===== src/rtl/mod4_batch_arb.sv =====
// Two-requester round-robin batch arbiter with a mod-4 ones-count check.
// A granted requester streams (x, y) sample pairs; the arbiter accumulates
// the ones count modulo 4 and, after batch_len accepted samples, pulses done
// with div4 = (count mod 4 == 0) and the requester index on res_id.
// Optional feature: define MOD4_ARB_ABORT_EN to cancel a running batch when
// the granted requester drops its req bit (abort pulse, no done).
module mod4_batch_arb #(
  parameter int unsigned LEN_W = 4
) (
  input  logic             clk,
  input  logic             rst,
  input  logic [1:0]       req,
  input  logic [LEN_W-1:0] batch_len,
  input  logic             vld0,
  input  logic             vld1,
  input  logic             x0,
  input  logic             y0,
  input  logic             x1,
  input  logic             y1,
  output logic [1:0]       gnt,
  output logic             busy,
  output logic             done,
  output logic             div4,
  output logic             res_id,
  output logic             abort
);

  typedef enum logic [1:0] {
    StIdle = 2'd0,
    StRun  = 2'd1,
    StDone = 2'd2
  } state_e;

  state_e           state_q, state_d;
  logic [1:0]       gnt_q, gnt_d;
  // Last-served requester; it is also the granted index while a batch runs.
  // Reset value 1 gives requester 0 priority on the first contended grant.
  logic             ptr_q, ptr_d;
  logic [LEN_W-1:0] len_q, len_d;
  logic [LEN_W-1:0] cnt_q, cnt_d;
  logic [1:0]       acc_q, acc_d;
  logic             div4_q, div4_d;
  logic             res_id_q, res_id_d;
`ifdef MOD4_ARB_ABORT_EN
  logic             abort_q, abort_d;
`endif

  logic             win;
  logic             s_vld;
  logic [1:0]       s_sum;
  logic [LEN_W-1:0] cnt_inc;

  // Round-robin winner among the current requests.
  always_comb begin
    win = 1'b0;
    case (req)
      2'b01:   win = 1'b0;
      2'b10:   win = 1'b1;
      2'b11:   win = ~ptr_q;
      default: win = 1'b0;
    endcase
  end

  // Select the granted requester's sample; the other requester is ignored.
  always_comb begin
    if (ptr_q) begin
      s_vld = vld1;
      s_sum = {1'b0, x1} + {1'b0, y1};
    end else begin
      s_vld = vld0;
      s_sum = {1'b0, x0} + {1'b0, y0};
    end
    cnt_inc = cnt_q + LEN_W'(1);
  end

  // Next-state logic for the batch FSM and its datapath registers.
  always_comb begin
    state_d  = state_q;
    gnt_d    = gnt_q;
    ptr_d    = ptr_q;
    len_d    = len_q;
    cnt_d    = cnt_q;
    acc_d    = acc_q;
    div4_d   = div4_q;
    res_id_d = res_id_q;
`ifdef MOD4_ARB_ABORT_EN
    abort_d  = 1'b0;
`endif
    case (state_q)
      StIdle: begin
        div4_d   = 1'b0;
        res_id_d = 1'b0;
        if (req != 2'b00) begin
          state_d = StRun;
          gnt_d   = win ? 2'b10 : 2'b01;
          ptr_d   = win;
          len_d   = batch_len;
          cnt_d   = '0;
          acc_d   = 2'b00;
        end
      end
      StRun: begin
`ifdef MOD4_ARB_ABORT_EN
        // A request drop wins over everything, including the final sample.
        if (!req[ptr_q]) begin
          state_d = StIdle;
          gnt_d   = 2'b00;
          abort_d = 1'b1;
        end else
`endif
        if (len_q == '0) begin
          // Empty batch: one RUN cycle, no sample taken, count is trivially 0.
          state_d  = StDone;
          gnt_d    = 2'b00;
          div4_d   = 1'b1;
          res_id_d = ptr_q;
        end else if (s_vld) begin
          acc_d = acc_q + s_sum;
          cnt_d = cnt_inc;
          if (cnt_inc == len_q) begin
            state_d  = StDone;
            gnt_d    = 2'b00;
            div4_d   = (acc_d == 2'b00);
            res_id_d = ptr_q;
          end
        end
      end
      StDone: begin
        // No grant is issued here; arbitration resumes from IDLE.
        state_d  = StIdle;
        div4_d   = 1'b0;
        res_id_d = 1'b0;
      end
      default: begin
        state_d = StIdle;
        gnt_d   = 2'b00;
      end
    endcase
  end

  // State and datapath registers with asynchronous active-high reset.
  always_ff @(posedge clk or posedge rst) begin
    if (rst) begin
      state_q  <= StIdle;
      gnt_q    <= 2'b00;
      ptr_q    <= 1'b1;
      len_q    <= '0;
      cnt_q    <= '0;
      acc_q    <= 2'b00;
      div4_q   <= 1'b0;
      res_id_q <= 1'b0;
    end else begin
      state_q  <= state_d;
      gnt_q    <= gnt_d;
      ptr_q    <= ptr_d;
      len_q    <= len_d;
      cnt_q    <= cnt_d;
      acc_q    <= acc_d;
      div4_q   <= div4_d;
      res_id_q <= res_id_d;
    end
  end

`ifdef MOD4_ARB_ABORT_EN
  // One-cycle abort pulse register.
  always_ff @(posedge clk or posedge rst) begin
    if (rst) begin
      abort_q <= 1'b0;
    end else begin
      abort_q <= abort_d;
    end
  end

  assign abort = abort_q;
`else
  assign abort = 1'b0;
`endif

  assign gnt    = gnt_q;
  assign busy   = (state_q != StIdle);
  assign done   = (state_q == StDone);
  assign div4   = div4_q;
  assign res_id = res_id_q;

endmodule

===== config.mk =====
export PLATFORM = sky130hd
export DESIGN_NAME = mod4_batch_arb
export DESIGN_NICKNAME = d
export VERILOG_FILES = /design/src/rtl/mod4_batch_arb.sv
export SDC_FILE = /design/constraint.sdc
export NUM_CORES = 1
export LEC_CHECK = 0
export ABC_AREA = 1
export BUFFER_PORTS_ARGS = -buffer_cell sky130_fd_sc_hd__buf_2
export CORE_UTILIZATION = 35
export DETAILED_ROUTE_END_ITERATION = 16
export GPL_ROUTABILITY_DRIVEN = 0
export PLACE_DENSITY_LB_ADDON = 0.25
export SLEW_MARGIN = 20
export SYNTH_ARGS = -nofsm -noshare
export SYNTH_HDL_FRONTEND = slang
export SYNTH_SLANG_ARGS = --single-unit

===== constraint.sdc =====
create_clock -name clk -period 1.5 [get_ports clk]
set_input_delay 0.075 -clock clk [delete_from_list [all_inputs] [get_ports clk]]
set_output_delay 0.075 -clock clk [all_outputs]
set_load 0.01 [all_outputs]

## Yosys cells after proc, flatten, opt, wreduce, memory -nomap -nowiden

Cells that the tools add are included.

- Logic and storage cells: 67
- Output and inout bits: 7
- Bits in registers: 17
- Input port bits: 14

- $add $sub $neg: 4
- Equal/unequal tests: 10
- Reductions and logical operators: 13
- Bitwise operators: 2
- Multiplexer cells: 30

Operators with widths:

| kind | count |
|---|---|
| $mux W2 | 13 |
| $mux W4 | 3 |
| $pmux W2 S2 | 2 |
| $pmux W4 S2 | 1 |
| $reduce_and A4 Y1 | 2 |
| $reduce_bool A2 Y1 | 4 |
| $mux W1 | 7 |
| $eq A2 B2 Y1 const B | 3 |
| $ne A2 B2 Y1 const B | 3 |
| $ne A3 B3 Y1 const B | 2 |
| $pmux W1 S2 | 3 |
| $pmux W2 S3 | 1 |
| $reduce_and A3 Y1 | 2 |
| $add A1 B1 Y2 | 2 |
| $add A4 B1 Y4 const B | 1 |
| $eq A4 B4 Y1 | 1 |
| $logic_not A2 Y1 | 2 |
| $logic_not A4 Y1 | 1 |
| $add A2 B2 Y2 | 1 |
| $eq A2 B1 Y1 const B | 1 |
| $not A1 Y1 | 2 |
| $reduce_and A2 Y1 | 1 |
| $reduce_or A2 Y1 | 1 |

## Longest topological paths before layout

- Word-level depth: 8
- Depth in mapped cells: 11

## Worst setup path after synthesis

No wires, ideal clock.

- Path kind: reg2reg
- Start point: register cnt_q[0]
- End point: register gnt_q[0], in the netlist gnt[0]
- Clock period less this slack: 1.511 ns
- Data arrival time: 1.394 ns
- Setup slack: -0.011 ns
- Library setup time: 0.117 ns
- Data required time: 1.383 ns
- Stages on the path, launching flop included: 10
- Path through: dfrtp_1 > ha_1 > xnor2_1 > nand2_1 > nor2_1 > nand3_1 > nand2_4 > nand3_2 > nand2_1 > nand2_1

- Cells in the longest elaborated chain, start to end: 4

RTL lines:

| element | RTL line | source |
|---|---|---|
| from (decl) | 40 | `logic [LEN_W-1:0] cnt_q, cnt_d;` |
| from (signal assigned) | 157 | `cnt_q <= cnt_d;` |
| $add A4 B1 Y4 | 73 | `cnt_inc = cnt_q + LEN_W'(1);` |
| $eq A4 B4 Y1 | 120 | `if (cnt_inc == len_q) begin` |
| $ne A3 B3 Y1 (no source line) | - |  |
| $reduce_and A4 Y1 (no source line) | - |  |
| to (signal assigned) | 154 | `gnt_q <= gnt_d;` |
| to (decl) | 35 | `logic [1:0] gnt_q, gnt_d;` |

Every way passes these cells.
A chain may end at the register's enable or synchronous reset.

## Worst setup path in the final report

- Start point: register ptr_q
- End point: register div4_q, in the netlist div4

- Cells in the longest elaborated chain, start to end: 7

RTL lines:

| element | RTL line | source |
|---|---|---|
| from (decl) | 38 | `logic ptr_q, ptr_d;` |
| from (signal assigned) | 155 | `ptr_q <= ptr_d;` |
| $mux W2 | 66 | `if (ptr_q) begin` |
| $add A2 B2 Y2 | 118 | `acc_d = acc_q + s_sum;` |
| $logic_not A2 Y1 | 123 | `div4_d = (acc_d == 2'b00);` |
| $mux W1 | 120 |  |
| $mux W1 | 117 | `end else if (s_vld) begin` |
| $mux W1 | 111 | `if (len_q == '0) begin` |
| $pmux W1 S2 | 89 | `case (state_q)` |
| to (signal assigned) | 159 | `div4_q <= div4_d;` |
| to (decl) | 42 | `logic div4_q, div4_d;` |

Several ways; a longest one is shown, not always the timed one. The select of a mux whose other input is x is not followed.

==> impl_results.rst <==
.. list-table::
   :header-rows: 1

   * - Metric
     - Value
   * - Worst-case clock skew
     - 18.1 ps
   * - CTS HTree Levels
     - 1
   * - Area growth from synthesis to layout
     - 32.4%
   * - Place WS
     - -112 ps
   * - Setup slack after layout
     - -14.5 ps
   * - DRC
     - 0
   * - Reported max-cap violation count
     - 0
   * - Total routed wirelength
     - 2390 um
   * - Num CTS Buffers
     - 3
   * - Avg Cell Area, Syn
     - 7.67 sq um
   * - Clock transition at path regs
     - 120 ps
   * - Total number of nets in the final design
     - 195
   * - Relative slew slack
     - 0.560
   * - Aggregate global routing overflow
     - 0
   * - Number of pins exceeding their max-slew limit in the final report
     - 0
   * - Worst Hold Path Cells
     - 4
   * - Actual slew at the worst max-slew pin
     - 659 ps
   * - Destination of the worst hold path
     - gnt[1]
   * - Leading cell type in the layout, fill and taps excluded
     - nand2_1
   * - Critical path fanouts, max
     - 4
   * - Latest clock arrival within the worst-skew pair
     - 310 ps
   * - Share of post-route cells with drive strength above 1
     - 0.386
   * - Height of the chip
     - 57.0 um
   * - Net count of the mapped netlist
     - 156
   * - GRT Resource Usage Total
     - 0.166
   * - Buffer cell driving the clock tree root
     - clkbuf_4
   * - Starting density of the core
     - 0.377
   * - Power Density
     - 2180 mW/mm^2
   * - Reg2Reg Launch Point
     - ptr_q
   * - Arr. time, crit path
     - 1780 ps
   * - Std cell rows
     - 19
   * - Final setup TNS
     - -30.0 ps
   * - Width of the die
     - 57.0 um
   * - Total of fill cells in the finished design
     - 281
   * - Count of placed standard cells in the final layout, fillers left out
     - 207
   * - Placed wire-length estimate
     - 1810 um
   * - Count of antenna-violating nets left after detailed routing
     - 0
   * - Largest net degree at the start of global routing
     - 18
   * - Maximum vdd drop
     - 1.03 mV
   * - Count of boundary I/O pins
     - 21
   * - Footprint of the flip-flops and latches
     - 427 sq um
   * - Cell count after synthesis
     - 138
   * - Ys Warns
     - 0
   * - Antenna diode instance count
     - 0
   * - Count of input and output buffers
     - 19
   * - Initial antenna violation count
     - 0
   * - Final Power
     - 3.05 mW
   * - Violations in the final reports
     - negative setup slack
   * - Register-to-Register Setup Slack
     - -10 ps
   * - Critical Path End Type
     - flop
   * - Data required time of the critical path
     - 1760 ps
   * - Count of final hold-check violations
     - 0
   * - Most frequent cells in the layout
     - nand2_1 (46), buf_2 (19), dfrtp_1 (16), inv_1 (12), buf_4 (11)
   * - Vias in the first global route
     - 1009
   * - Number of sinks driven by the clock tree
     - 17
   * - CTS tree
     - done
   * - Post-detailed-route via-to-cell ratio
     - 4.83
   * - Final min period
     - 1510 ps
   * - Area used by multi-input combinational logic
     - 599 sq um
   * - Number of register bits inferred by synthesis
     - 17
   * - Run status
     - complete, but fails checks
   * - Die area
     - 0.00325 sq mm
   * - Router iterations before antenna repair
     - 4
   * - Worst Path Class, Setup
     - reg -> reg
   * - Cell area after technology mapping
     - 0.00106 sq mm
   * - P_leak
     - 0.733 nW
   * - Number of library cell types mapped by synthesis
     - 26
   * - Startpoint of the lowest-slack hold path
     - req[0]
   * - Worst Hold Class
     - in -> reg
   * - Final worst path period share
     - 1.01
   * - Core Footprint
     - 0.00281 sq mm
   * - Fmax
     - 660 MHz
   * - Final count of negative-setup-slack endpoints
     - 3
   * - Destination of the worst register-to-register timing path
     - div4
   * - Worst Reg-to-Reg Cells
     - 11
   * - Vias after detailed routing
     - 999
   * - Wire length of the first global-routing pass
     - 4240 um
   * - Inst Count DP
     - 194
   * - Setup repair after global routing missed its margin
     - yes
   * - Type of element launching the critical path
     - flop
   * - Detailed Route Iter0 Violations
     - 7
   * - Drt wl/cell
     - 11.5 um
   * - Deepest clock path buffer count
     - 2
   * - Part of the Yosys area used for sequential elements
     - 0.403
## logic make-up after synthesis
logic type,count (synthesis),share of synthesized area
compound gates,11,0.0567
xor+xnor,3,0.0248
flops,17,0.403
fa+ha+maj,4,0.0473
simple gates,80,0.383
buf+inv,22,0.0816
other cells,1,0.00354
## metrics by stage
stage | hold slack (ps) | utilization | cell area, sq um
2_1_floorplan | 0.340 | - | 1060
6_report | 125 | 0.500 | 1400
5_1_grt | 166 | 0.500 | 1400
4_1_cts | 120 | 0.483 | 1360
3_3_place_gp | 200 | 0.441 | 1240
3_5_place_dp | 208 | 0.441 | 1240
## worst max path at each step
stage               depth (start not counted)      from  slack [ps]      to
floorplan                                   9  cnt_q[0]           8  gnt[0]
global placement                           11     ptr_q         -70    div4
detailed placement                         11     ptr_q        -110    div4
CTS                                         9  cnt_q[1]         -50  gnt[0]
global route                                9  cnt_q[1]        -160  gnt[0]
finish                                     11     ptr_q         -10    div4
## state kept, by name, summed over array words and instances, names as in the netlist
name     count
res_id       1
ptr_q        1
acc_q        2
len_q        4
div4         1
gnt          2
state_q      2
cnt_q        4
## layout make-up
cell class | instances | share of cell area
inverter | 21 | 0.0563
clock inverter | 1 | 0.00536
clock buffer | 3 | 0.0161
timing repair buffer | 35 | 0.163
sequential | 17 | 0.304
multi-input combinational | 99 | 0.428
tap | 31 | 0.0277
## cell usage after synthesis, drive strengths merged
library cell	n	share of area
a21boi	1	0.0071
buf	1	0.0071
conb	1	0.0035
dfrtp	16	0.38
dfstp	1	0.025
ha	4	0.047
inv	21	0.074
nand2	52	0.20
nand3	11	0.073
nand4	3	0.018
nor2	10	0.059
nor3	2	0.025
o21ai	8	0.038
o22ai	2	0.012
or2	2	0.012
xnor2	2	0.017
xor2	1	0.0083
## per-layer routing
| layer | part of all wire | GRT usage |
|---|---|---|
| met5 | 0 | 0 |
| met2 | 0.50 | 0.286 |
| met3 | 0.024 | 0.0159 |
| met1 | 0.44 | 0.209 |
| met4 | 0.035 | 0.0801 |
## critical path, stage by stage (launching register included)
cell and delay, ps:
dfstp_2 580, inv_2 40, nand2_1 50, nand2_1 60, ha_2 180, xor2_1 140
nand2_1 90, nand2_2 80, nand2_1 50, nand2_1 60, nand4_1 90, nand2_1 70
## power by group
| part | switching [mW] | total [mW] | internal, mW |
|---|---|---|---|
| combinational | 1.06 | 1.91 | 0.850 |
| clock | 0.168 | 0.270 | 0.102 |
| sequential | 0.202 | 0.870 | 0.668 |
## timing repair
action	CTS	global route
setup endpoints to repair	4	12
endpoints found under the hold margin	20	0
hold buffers	5	0
pin swaps	11	2
gates resized for setup	4	8
cloned	0	0
buffers inserted	2	2
Power figures use the tool's default switching activity.
